`config.mk`:
```
export PLATFORM = sky130hd
export DESIGN_NAME = div_restoring_32
export DESIGN_NICKNAME = d
export VERILOG_FILES = /design/src/rtl/div_pkg.sv /design/src/rtl/ADDSUB_32.sv /design/src/rtl/div_restoring_32.sv
export SDC_FILE = /design/constraint.sdc
export NUM_CORES = 1
export LEC_CHECK = 0
export CORE_MARGIN = 2
export CORE_UTILIZATION = 40
export CTS_BUF_LIST = sky130_fd_sc_hd__clkbuf_16
export DETAILED_ROUTE_END_ITERATION = 12
export PLACE_DENSITY = 0.66
export SYNTH_ARGS = -nofsm -noshare
export SYNTH_HDL_FRONTEND = slang
export SYNTH_SLANG_ARGS = --single-unit
```
`constraint.sdc`:
```
create_clock -name Clk -period 5.9 [get_ports Clk]
set_input_delay 1.18 -clock Clk [delete_from_list [all_inputs] [get_ports Clk]]
set_output_delay 1.18 -clock Clk [all_outputs]
set_load 0.02 [all_outputs]
```
`src/rtl/div_pkg.sv`:
```
// Shared definitions for the 32-bit restoring divider: state encoding,
// data width and iteration count.
package div_pkg;

  localparam int WIDTH = 32;
  localparam int ITERS = 32;
  localparam int CNT_W = 6;

  typedef enum logic [1:0] {
    IDLE = 2'd0,
    RUN  = 2'd1,
    DONE = 2'd2
  } state_t;

endpackage

```
`src/rtl/ADDSUB_32.sv`:
```
// 32-bit adder/subtractor. With Sub=1 it computes A - B as A + ~B + 1, so
// Cout=1 means the subtraction did not borrow.
module ADDSUB_32
  import div_pkg::*;
(
  input  logic [WIDTH-1:0] A,
  input  logic [WIDTH-1:0] B,
  input  logic             Sub,
  output logic [WIDTH-1:0] S,
  output logic             Cout
);

  logic [WIDTH-1:0] b_eff;

  assign b_eff     = B ^ {WIDTH{Sub}};
  assign {Cout, S} = {1'b0, A} + {1'b0, b_eff} + {{WIDTH{1'b0}}, Sub};

endmodule

```
`src/rtl/div_restoring_32.sv`:
```
// Unsigned 32-bit restoring divider, one quotient bit per clock. Busy and
// Done are registered copies of the previous state, so they trail it by a cycle.
module div_restoring_32
  import div_pkg::*;
(
  input  logic             Clk,
  input  logic             Rst,
  input  logic             Start,
  input  logic [WIDTH-1:0] X,
  input  logic [WIDTH-1:0] Y,
  output logic [WIDTH-1:0] Q,
  output logic [WIDTH-1:0] R,
  output logic             Busy,
  output logic             Done,
  output logic             DivZero
);

  state_t           state;
  logic [CNT_W-1:0] cnt;
  logic [WIDTH-1:0] rem_w;
  logic [WIDTH-1:0] quo_w;
  logic [WIDTH-1:0] dvs_w;
  logic             dz_w;

  logic [WIDTH-1:0] shifted;
  logic [WIDTH-1:0] diff;
  logic [WIDTH-1:0] rem_next;
  logic             cout;
  logic             take;
  logic             accept;

  // The remainder MSB shifted out acts as the 33rd bit: when set, the true
  // shifted value is >= 2^32 > Y, so the subtraction always succeeds.
  assign shifted  = {rem_w[WIDTH-2:0], quo_w[WIDTH-1]};
  assign take     = rem_w[WIDTH-1] | cout;
  assign rem_next = take ? diff : shifted;
  assign accept   = Start && (state != RUN);

  ADDSUB_32 u_addsub (
    .A    (shifted),
    .B    (dvs_w),
    .Sub  (1'b1),
    .S    (diff),
    .Cout (cout)
  );

  // NOTE: every register here uses non-blocking assignment so all of them
  // sample pre-edge values; the accept block relies on overriding the case.
  always_ff @(posedge Clk or posedge Rst) begin
    if (Rst) begin
      state   <= IDLE;
      cnt     <= '0;
      rem_w   <= '0;
      quo_w   <= '0;
      dvs_w   <= '0;
      dz_w    <= 1'b0;
      Q       <= '0;
      R       <= '0;
      Busy    <= 1'b0;
      Done    <= 1'b0;
      DivZero <= 1'b0;
    end else begin
      Busy <= (state == RUN);
      Done <= (state == DONE);

      unique case (state)
        IDLE: ;
        RUN: begin
          rem_w <= rem_next;
          quo_w <= {quo_w[WIDTH-2:0], take};
          cnt   <= cnt + CNT_W'(1);
          if (cnt == CNT_W'(ITERS - 1)) state <= DONE;
        end
        DONE: begin
          Q       <= quo_w;
          R       <= rem_w;
          DivZero <= dz_w;
          state   <= IDLE;
        end
        default: state <= IDLE;
      endcase

      // A new request overrides the DONE->IDLE move; the result above still
      // lands in Q/R because it reads the pre-edge working registers.
      if (accept) begin
        dvs_w <= Y;
        cnt   <= '0;
        if (state == IDLE) DivZero <= 1'b0;
        if (Y == '0) begin
          quo_w <= '1;
          rem_w <= X;
          dz_w  <= 1'b1;
          state <= DONE;
        end else begin
          quo_w <= X;
          rem_w <= '0;
          dz_w  <= 1'b0;
          state <= RUN;
        end
      end
    end
  end

endmodule

```
==> results of run 1 <==
[state kept, by name, indices dropped and copies added, names as in the netlist]
register	cells
Busy	1
dz_w	1
DivZero	1
R	32
quo_w	32
state	2
rem_w	32
Done	1
dvs_w	32
Q	32
cnt	6
[layer usage]
metal	GRT usage	up-vias
li1	-	3852
met1	0.304	3871
met2	0.353	209
met3	0.0356	42
met4	0.0741	0
met5	0	-
[cell families after synthesis]
logic type	count (synthesis)	synth area share
compound gates	259	0.184
simple gates	476	0.217
xor+xnor	29	0.0279
flops	172	0.473
buf+inv	101	0.0454
fa+ha+maj	34	0.0476
mux	5	0.00550
[path summary, 6_finish.rpt]
path | from | end | slack (ns) | depth (start not counted)
worst max-delay path | quo_w[31] | rem_w[11] | 2.24 | 11
worst min-delay path | R[24] | R[24] | 0.47 | 2
worst max register to register | quo_w[31] | rem_w[11] | 2.24 | 11
worst min register to register | R[24] | R[24] | 0.47 | 2
max in group asynchronous | Rst | dvs_w[22] | 3.70 | 3
min in group asynchronous | Rst | Q[24] | 1.19 | 2
[cell usage in the layout, fill, tap and decap left out, drive strengths merged, types with 8 or more instances in the layout]
cell type | netlist | routed
nand2 | 328 | 328
dfrtp | 172 | 172
clkdlybuf4s50 | 0 | 132
o21ai | 119 | 119
nor2 | 84 | 84
a21oi | 52 | 52
inv | 43 | 45
ha | 33 | 33
a221oi | 24 | 24
xnor2 | 17 | 17
clkbuf | 45 | 17
a21o | 14 | 14
nand2b | 13 | 13
xor2 | 12 | 12
buf | 13 | 11
nor4 | 8 | 8
nand4 | 8 | 8
nand3 | 8 | 8
nor3 | 8 | 8
[worst max-delay path, delay by kind of cell (launching register included)]
kind,cells,cell delay (ns)
adders and majority gates,2,0.39
and+or+nand+nor,3,1.30
buffers and inverters,1,0.12
AOI/OAI and AO/OA,5,1.36
DFF,1,0.41
[report_power, final]
| part | total (W) | internal (W) | switching, W |
|---|---|---|---|
| logic | 0.00349 | 0.00148 | 0.00202 |
| registers | 0.00190 | 0.00158 | 0.000319 |
| clock network | 0.00112 | 0.000623 | 0.000502 |
[through the flow]
stage                     hold slack (ns)  cell area [µm²]  instances  worst slack [ns]
after floorplan                     0.450             9090       1076            0.0599
after global placement              0.461            10600       1446              1.87
after detailed placement            0.462            10600       1446              1.88
after CTS                           0.478            11200       1476              2.27
after global routing                0.502            11200       1476              1.99
final                               0.473            11200       1477              2.24
[area by class of cell]
| cell class | count | area (µm²) | area share |
|---|---|---|---|
| multi-input combinational | 803 | 4390 | 0.392 |
| sequential | 172 | 4300 | 0.384 |
| timing repair buffer | 143 | 1410 | 0.126 |
| clock buffer | 17 | 425 | 0.0380 |
| tap | 285 | 357 | 0.0318 |
| inverter | 43 | 166 | 0.0149 |
| clock inverter | 13 | 144 | 0.0128 |
| antenna | 1 | 2.50 | 0.000223 |
==> out/metrics.json, run 1 <==
{
  "io-pin-count": {"value": 134},
  "timing_worst_slew_pin_value": {"value": 1.29, "unit": "ns"},
  "final_min_period": {"value": 3.66, "unit": "ns"},
  "detail_route.wirelength": {"value": 26000, "unit": "µm"},
  "synthMostInstantiatedCell": {"value": "nand2_1"},
  "portBuffers": {"value": 133},
  "worst_path_most_repeated_cell": {"value": "a21oi_1"},
  "initialDrtViolationCount": {"value": 630},
  "cts-buffers-inserted": {"value": 17},
  "detail_route.drc_violations": {"value": 0},
  "synth_area_leader_cell": {"value": "dfrtp_1"},
  "endpoint_kind": {"value": "flip-flop"},
  "critical_path_class": {"value": "flip-flop to flip-flop"},
  "finalPower": {"value": 0.00652, "unit": "W"},
  "post_cts_resized": {"value": 0},
  "antenna_found_initial": {"value": 0},
  "syn-instance-count": {"value": 1076},
  "maxUsedRoutingLayer": {"value": "met4"},
  "timing.final.hold_violations": {"value": 0},
  "clk_pin_slew_worst_paths": {"value": 0.07, "unit": "ns"},
  "clock_tree.htree_level_count": {"value": 4},
  "timing.critical_path.slowest_stage_cell": {"value": "nor3_4"},
  "num-fill-cells": {"value": 2161},
  "cts_tree": {"value": "built"},
  "critical_path.startpoint_type": {"value": "flip-flop"},
  "gpl.final_weighted_congestion": {"value": 0.903},
  "ys_seq_area_frac": {"value": 0.473},
  "synth-seq-cells": {"value": 172},
  "grt_first_pass_wirelength": {"value": 41200, "unit": "µm"},
  "power_density": {"value": 582, "unit": "nW/µm²"},
  "cts.hold.buffers_added": {"value": 0},
  "setup_viol": {"value": 0},
  "route.met3.wl": {"value": 997, "unit": "µm"},
  "routed-via-count": {"value": 7974},
  "final_min_period_over_clock_period": {"value": 0.621},
  "synth_fp_nets": {"value": 1177},
  "wl_met2": {"value": 12200, "unit": "µm"},
  "synth.top_cell.area_share": {"value": 0.473},
  "grt_start_max_net_pins": {"value": 114},
  "post_synth_main_area_contributors": {"value": "dfrtp_1 (47%), nand2_1 (14%), o21ai_0 (6.5%)"},
  "grt_use_total": {"value": 0.220},
  "rsz0062_at_grt": {"value": "no"},
  "chipHeight": {"value": 155, "unit": "µm"},
  "p_leak": {"value": 5.18, "unit": "nW"},
  "cell_at_the_root_of_the_clock_tree": {"value": "clkbuf_16"},
  "clock_tree.buffer_depth": {"value": 2},
  "fin_util": {"value": 0.498},
  "dr.pass1.iters": {"value": 7},
  "critPathMaxFanout": {"value": 26},
  "status": {"value": "completed"},
  "synth_edf_count": {"value": 0},
  "avgRoutedWirePerCell": {"value": 17.6, "unit": "µm"},
  "worst-endpoint-required": {"value": 6.26, "unit": "ns"},
  "rows": {"value": 55},
  "slew_headroom": {"value": 0.136},
  "ys_async_sr_fraction": {"value": 1.00},
  "via_count_of_the_first_global_routing_pass": {"value": 7644},
  "final.setup.tns": {"value": 0, "unit": "ns"},
  "dieWidth": {"value": 155, "unit": "µm"},
  "yosys_warnings": {"value": 0},
  "synth.avg_cell_area": {"value": 8.45, "unit": "µm²"},
  "finalClockSkew": {"value": 0.0118, "unit": "ns"},
  "cts_post_setup_buffers_inserted": {"value": 0},
  "yosys_most_used_dff": {"value": "dfrtp_1"},
  "clock.fmax": {"value": 273, "unit": "MHz"},
  "dpl.hpwl": {"value": 18300, "unit": "µm"},
  "cts.sinks": {"value": 172},
  "netlist_area": {"value": 9090, "unit": "µm²"},
  "slowest_delay": {"value": 1.03, "unit": "ns"},
  "synth_cell_types": {"value": 67},
  "drtAntennaViolNets": {"value": 0},
  "gr-total-overflow": {"value": 0},
  "min-delay-path-class": {"value": "flip-flop to flip-flop"},
  "critical_path_cell_by_cell": {"value": "inv_1, ha_1, fa_1, nand2b_2, a21oi_1, o41a_1, a21oi_4, nor3_2, nor3_4, a222oi_1, a21oi_1"},
  "area_delta_synth_final": {"value": 23.2, "unit": "%"},
  "finish.net_count": {"value": 1281},
  "maxCapViolations": {"value": 0},
  "arrival_worst_endpoint": {"value": 4.02, "unit": "ns"},
  "peakVddDrop": {"value": 0.326, "unit": "mV"},
  "initial_core_util": {"value": 0.404},
  "report.final.slew_viol_count": {"value": 0},
  "floorplan.die_area": {"value": 24000, "unit": "µm²"},
  "m1_wire_length": {"value": 12100, "unit": "µm"},
  "netlist_top_cells_count": {"value": "nand2_1 (328), dfrtp_1 (172), o21ai_0 (119)"},
  "core_area": {"value": 22500, "unit": "µm²"},
  "dr_vias_cell": {"value": 5.40},
  "worstSkewPairLatency": {"value": 0.44, "unit": "ns"},
  "post_route_cells_drive_above_1_share": {"value": 0.0630}
}
No activity file was read; power rests on OpenSTA's default activity.
==> run 2, diff against run 1 <==
==> constraint.sdc (replaced) <==
create_clock -name Clk -period 3 [get_ports Clk]
set_input_delay 0.6 -clock Clk [delete_from_list [all_inputs] [get_ports Clk]]
set_output_delay 0.6 -clock Clk [all_outputs]
set_load 0.02 [all_outputs]
==> out/metrics.json, run 2 (same netlist as run 1, synthesis figures left out) <==
{
  "status": {"value": "completed"},
  "timing.final.hold_violations": {"value": 0, "change": "unchanged"},
  "grt_first_pass_wirelength": {"value": 43400, "unit": "µm", "change": "+5.4%"},
  "area_delta_synth_final": {"value": 28.1, "unit": "%"},
  "maxCapViolations": {"value": 0, "change": "unchanged"},
  "combPwrFrac": {"value": 0.569, "change": "+0.033"},
  "cell_at_the_root_of_the_clock_tree": {"value": "clkbuf_16"},
  "core_area": {"value": 22500, "unit": "µm²", "change": "unchanged"},
  "drtAntennaViolNets": {"value": 0, "change": "unchanged"},
  "initialDrtViolationCount": {"value": 648, "change": "+2.9%"},
  "timing.critical_path.slowest_stage_cell": {"value": "dfrtp_1"},
  "finish.net_count": {"value": 1330, "change": "+3.8%"},
  "dieWidth": {"value": 155, "unit": "µm", "change": "unchanged"},
  "power.share.sequential": {"value": 0.268, "change": "-0.024"},
  "final_common_cell": {"value": "nand2_1"},
  "antenna-diode-count": {"value": 0, "change": "-1"},
  "io-pin-count": {"value": 134, "change": "unchanged"},
  "critical_path.startpoint_type": {"value": "flip-flop"},
  "dpl.hpwl": {"value": 19700, "unit": "µm", "change": "+7.4%"},
  "finalClockSkew": {"value": 0.00930, "unit": "ns", "change": "-0.00255 ns"},
  "post_route_cells_drive_above_1_share": {"value": 0.102, "change": "+0.0393"},
  "rows": {"value": 55, "change": "unchanged"},
  "power_density": {"value": 1170, "unit": "nW/µm²", "change": "+100%"},
  "endpoint_kind": {"value": "flip-flop"},
  "cts-buffers-inserted": {"value": 17, "change": "unchanged"},
  "via_count_of_the_first_global_routing_pass": {"value": 7969, "change": "+4.3%"},
  "grt_start_max_net_pins": {"value": 90, "change": "-21%"},
  "grt_use_total": {"value": 0.232, "change": "+0.0120"},
  "slew_headroom": {"value": 0.530, "change": "+0.394"},
  "worstSkewPairLatency": {"value": 0.44, "unit": "ns", "change": "about the same"},
  "num-fill-cells": {"value": 2154, "change": "-0.32%"},
  "routed-via-count": {"value": 8222, "change": "+3.1%"},
  "detail_route.drc_violations": {"value": 0, "change": "unchanged"},
  "power_switching": {"value": 0.00590, "unit": "W", "change": "+110%"},
  "min-delay-path-class": {"value": "flip-flop to flip-flop"},
  "worst_path_most_repeated_cell": {"value": "a21o_1"},
  "share_clk_of_total_power": {"value": 0.163, "change": "-0.009"},
  "final-instance-count-excl-fill": {"value": 1527, "change": "+3.4%"},
  "post-place-cells": {"value": 1492, "change": "+3.2%"},
  "dr.pass1.iters": {"value": 6, "change": "-1"},
  "critical_path_cell_by_cell": {"value": "ha_1, a21o_1, a21o_1, a21oi_1, o22ai_1, or2_1, nor3_4, buf_4, a221oi_1, a22oi_1"},
  "floorplan.die_area": {"value": 24000, "unit": "µm²", "change": "unchanged"},
  "setup_viol": {"value": 0, "change": "unchanged"},
  "critical_path_class": {"value": "flip-flop to flip-flop"},
  "chipHeight": {"value": 155, "unit": "µm", "change": "unchanged"},
  "detail_route.wirelength": {"value": 27100, "unit": "µm", "change": "+4.4%"},
  "cts_tree": {"value": "built"},
  "timing_worst_slew_pin_value": {"value": 0.705, "unit": "ns", "change": "-0.586 ns"},
  "portBuffers": {"value": 133, "change": "unchanged"},
  "worst-endpoint-required": {"value": 3.34, "unit": "ns", "change": "-2.92 ns"},
  "p_leak": {"value": 5.45, "unit": "nW", "change": "+5.3%"},
  "layout.cells.most_common_list": {"value": "nand2_1 (328), dfrtp_1 (172), clkdlybuf4s50_1 (132)"},
  "critPathMaxFanout": {"value": 10, "change": "-62%"},
  "cts.sinks": {"value": 172, "change": "unchanged"},
  "avgRoutedWirePerCell": {"value": 17.8, "unit": "µm", "change": "+0.97%"},
  "antenna_found_initial": {"value": 0, "change": "unchanged"},
  "clock.fmax": {"value": 352, "unit": "MHz", "change": "+29%"},
  "report.final.slew_viol_count": {"value": 0, "change": "unchanged"},
  "final_min_period": {"value": 2.84, "unit": "ns", "change": "-0.825 ns"},
  "final.setup.tns": {"value": 0, "unit": "ns", "change": "unchanged"},
  "power_internal": {"value": 0.00777, "unit": "W", "change": "+110%"},
  "clock_tree.buffer_depth": {"value": 2, "change": "unchanged"},
  "slowest_delay": {"value": 0.45, "unit": "ns", "change": "-0.58 ns"},
  "clk_pin_slew_worst_paths": {"value": 0.07, "unit": "ns", "change": "about the same"},
  "clock_tree.htree_level_count": {"value": 4, "change": "unchanged"},
  "gr-total-overflow": {"value": 0, "change": "unchanged"},
  "sw_frac_of_total": {"value": 0.431, "change": "-0.00378"},
  "initial_core_util": {"value": 0.404, "change": "unchanged"},
  "gpl.final_weighted_congestion": {"value": 0.934, "change": "+3.4%"},
  "final_min_period_over_clock_period": {"value": 0.946, "change": "+0.325"},
  "peakVddDrop": {"value": 0.465, "unit": "mV", "change": "+43%"},
  "arrival_worst_endpoint": {"value": 3.18, "unit": "ns", "change": "-0.84 ns"},
  "dr_vias_cell": {"value": 5.38, "change": "-0.27%"}
}
[run 2: cell types whose count changed in the layout (fill, tap and decap cells not counted), moves of 2 or more]
cell        delta
clkinv_2       -3
buf_12         +4
buf_4         +45
inv_6          +3
inv_8          +2
clkinvlp_4     -2
[run 2: path summary, 6_finish.rpt]
| path | from | to | slack, ns | cells after the start |
|---|---|---|---|---|
| max | rem_w[24] | rem_w[0] | 0.16 | 10 |
| min | Q[28] | Q[28] | 0.47 | 2 |
| max reg2reg | rem_w[24] | rem_w[0] | 0.16 | 10 |
| min reg2reg | Q[28] | Q[28] | 0.47 | 2 |
| max in group asynchronous | Rst | rem_w[12] | 1.90 | 3 |
| min in group asynchronous | Rst | Q[2] | 0.64 | 3 |
[run 2: critical path: cells and delay by family, from the launching register on]
family	cells	cell delay, ns
AO/OA/AOI/OAI	6	1.13
adder cells (fa/ha/maj)	1	0.43
buffers and inverters	1	0.25
flip-flops	1	0.45
AND/OR/NAND/NOR	2	0.48
[run 2: area by class of cell]
class | instances | area, µm² | area share
flip-flops and latches | 172 | 4300 | 0.369
inverters | 43 | 165 | 0.0142
multi-input cells | 803 | 4420 | 0.379
clock buffers | 17 | 425 | 0.0365
repair buffers | 192 | 1830 | 0.157
clock inverters | 15 | 150 | 0.0129
well taps | 285 | 357 | 0.0306
[run 2: stage by stage]
stage	util	total power, W	hold slack [ns]	worst slack (ns)	area (µm²)
floorplan	-	0.00900	0.450	0.203	9100
global route	0.518	0.0147	0.497	-0.000977	11600
CTS	0.516	0.0136	0.479	0.000703	11600
detailed placement	0.489	0.0112	0.462	-0.0181	11000
finish	0.518	0.0137	0.473	0.163	11600
global placement	0.489	0.0111	0.458	0.0767	11000
[run 2: timing repair]
| action | in CTS | in global routing |
|---|---|---|
| gates resized for setup | 0 | 5 |
| pin swaps | 1 | 7 |
| setup buffers | 2 | 1 |
| setup endpoints to repair | 8 | 32 |
| hold buffers | 0 | 0 |
[run 2: routing by layer]
metal	share of wire	wire length [µm]	vias up	global-route usage
li1	-	-	3941	-
met1	0.45	12100	3955	0.320
met2	0.47	12700	266	0.362
met3	0.048	1290	60	0.0384
met4	0.036	986	0	0.0992
met5	0	0	-	0
[run 2: power by group through the flow]
stage	registers, W	clock network [W]	logic [W]
after floorplan	0.00357	0	0.00543
after detailed placement	0.00369	0	0.00748
after CTS	0.00366	0.00225	0.00764
final	0.00367	0.00222	0.00778
after global routing	0.00374	0.00237	0.00859
after global placement	0.00368	0	0.00740
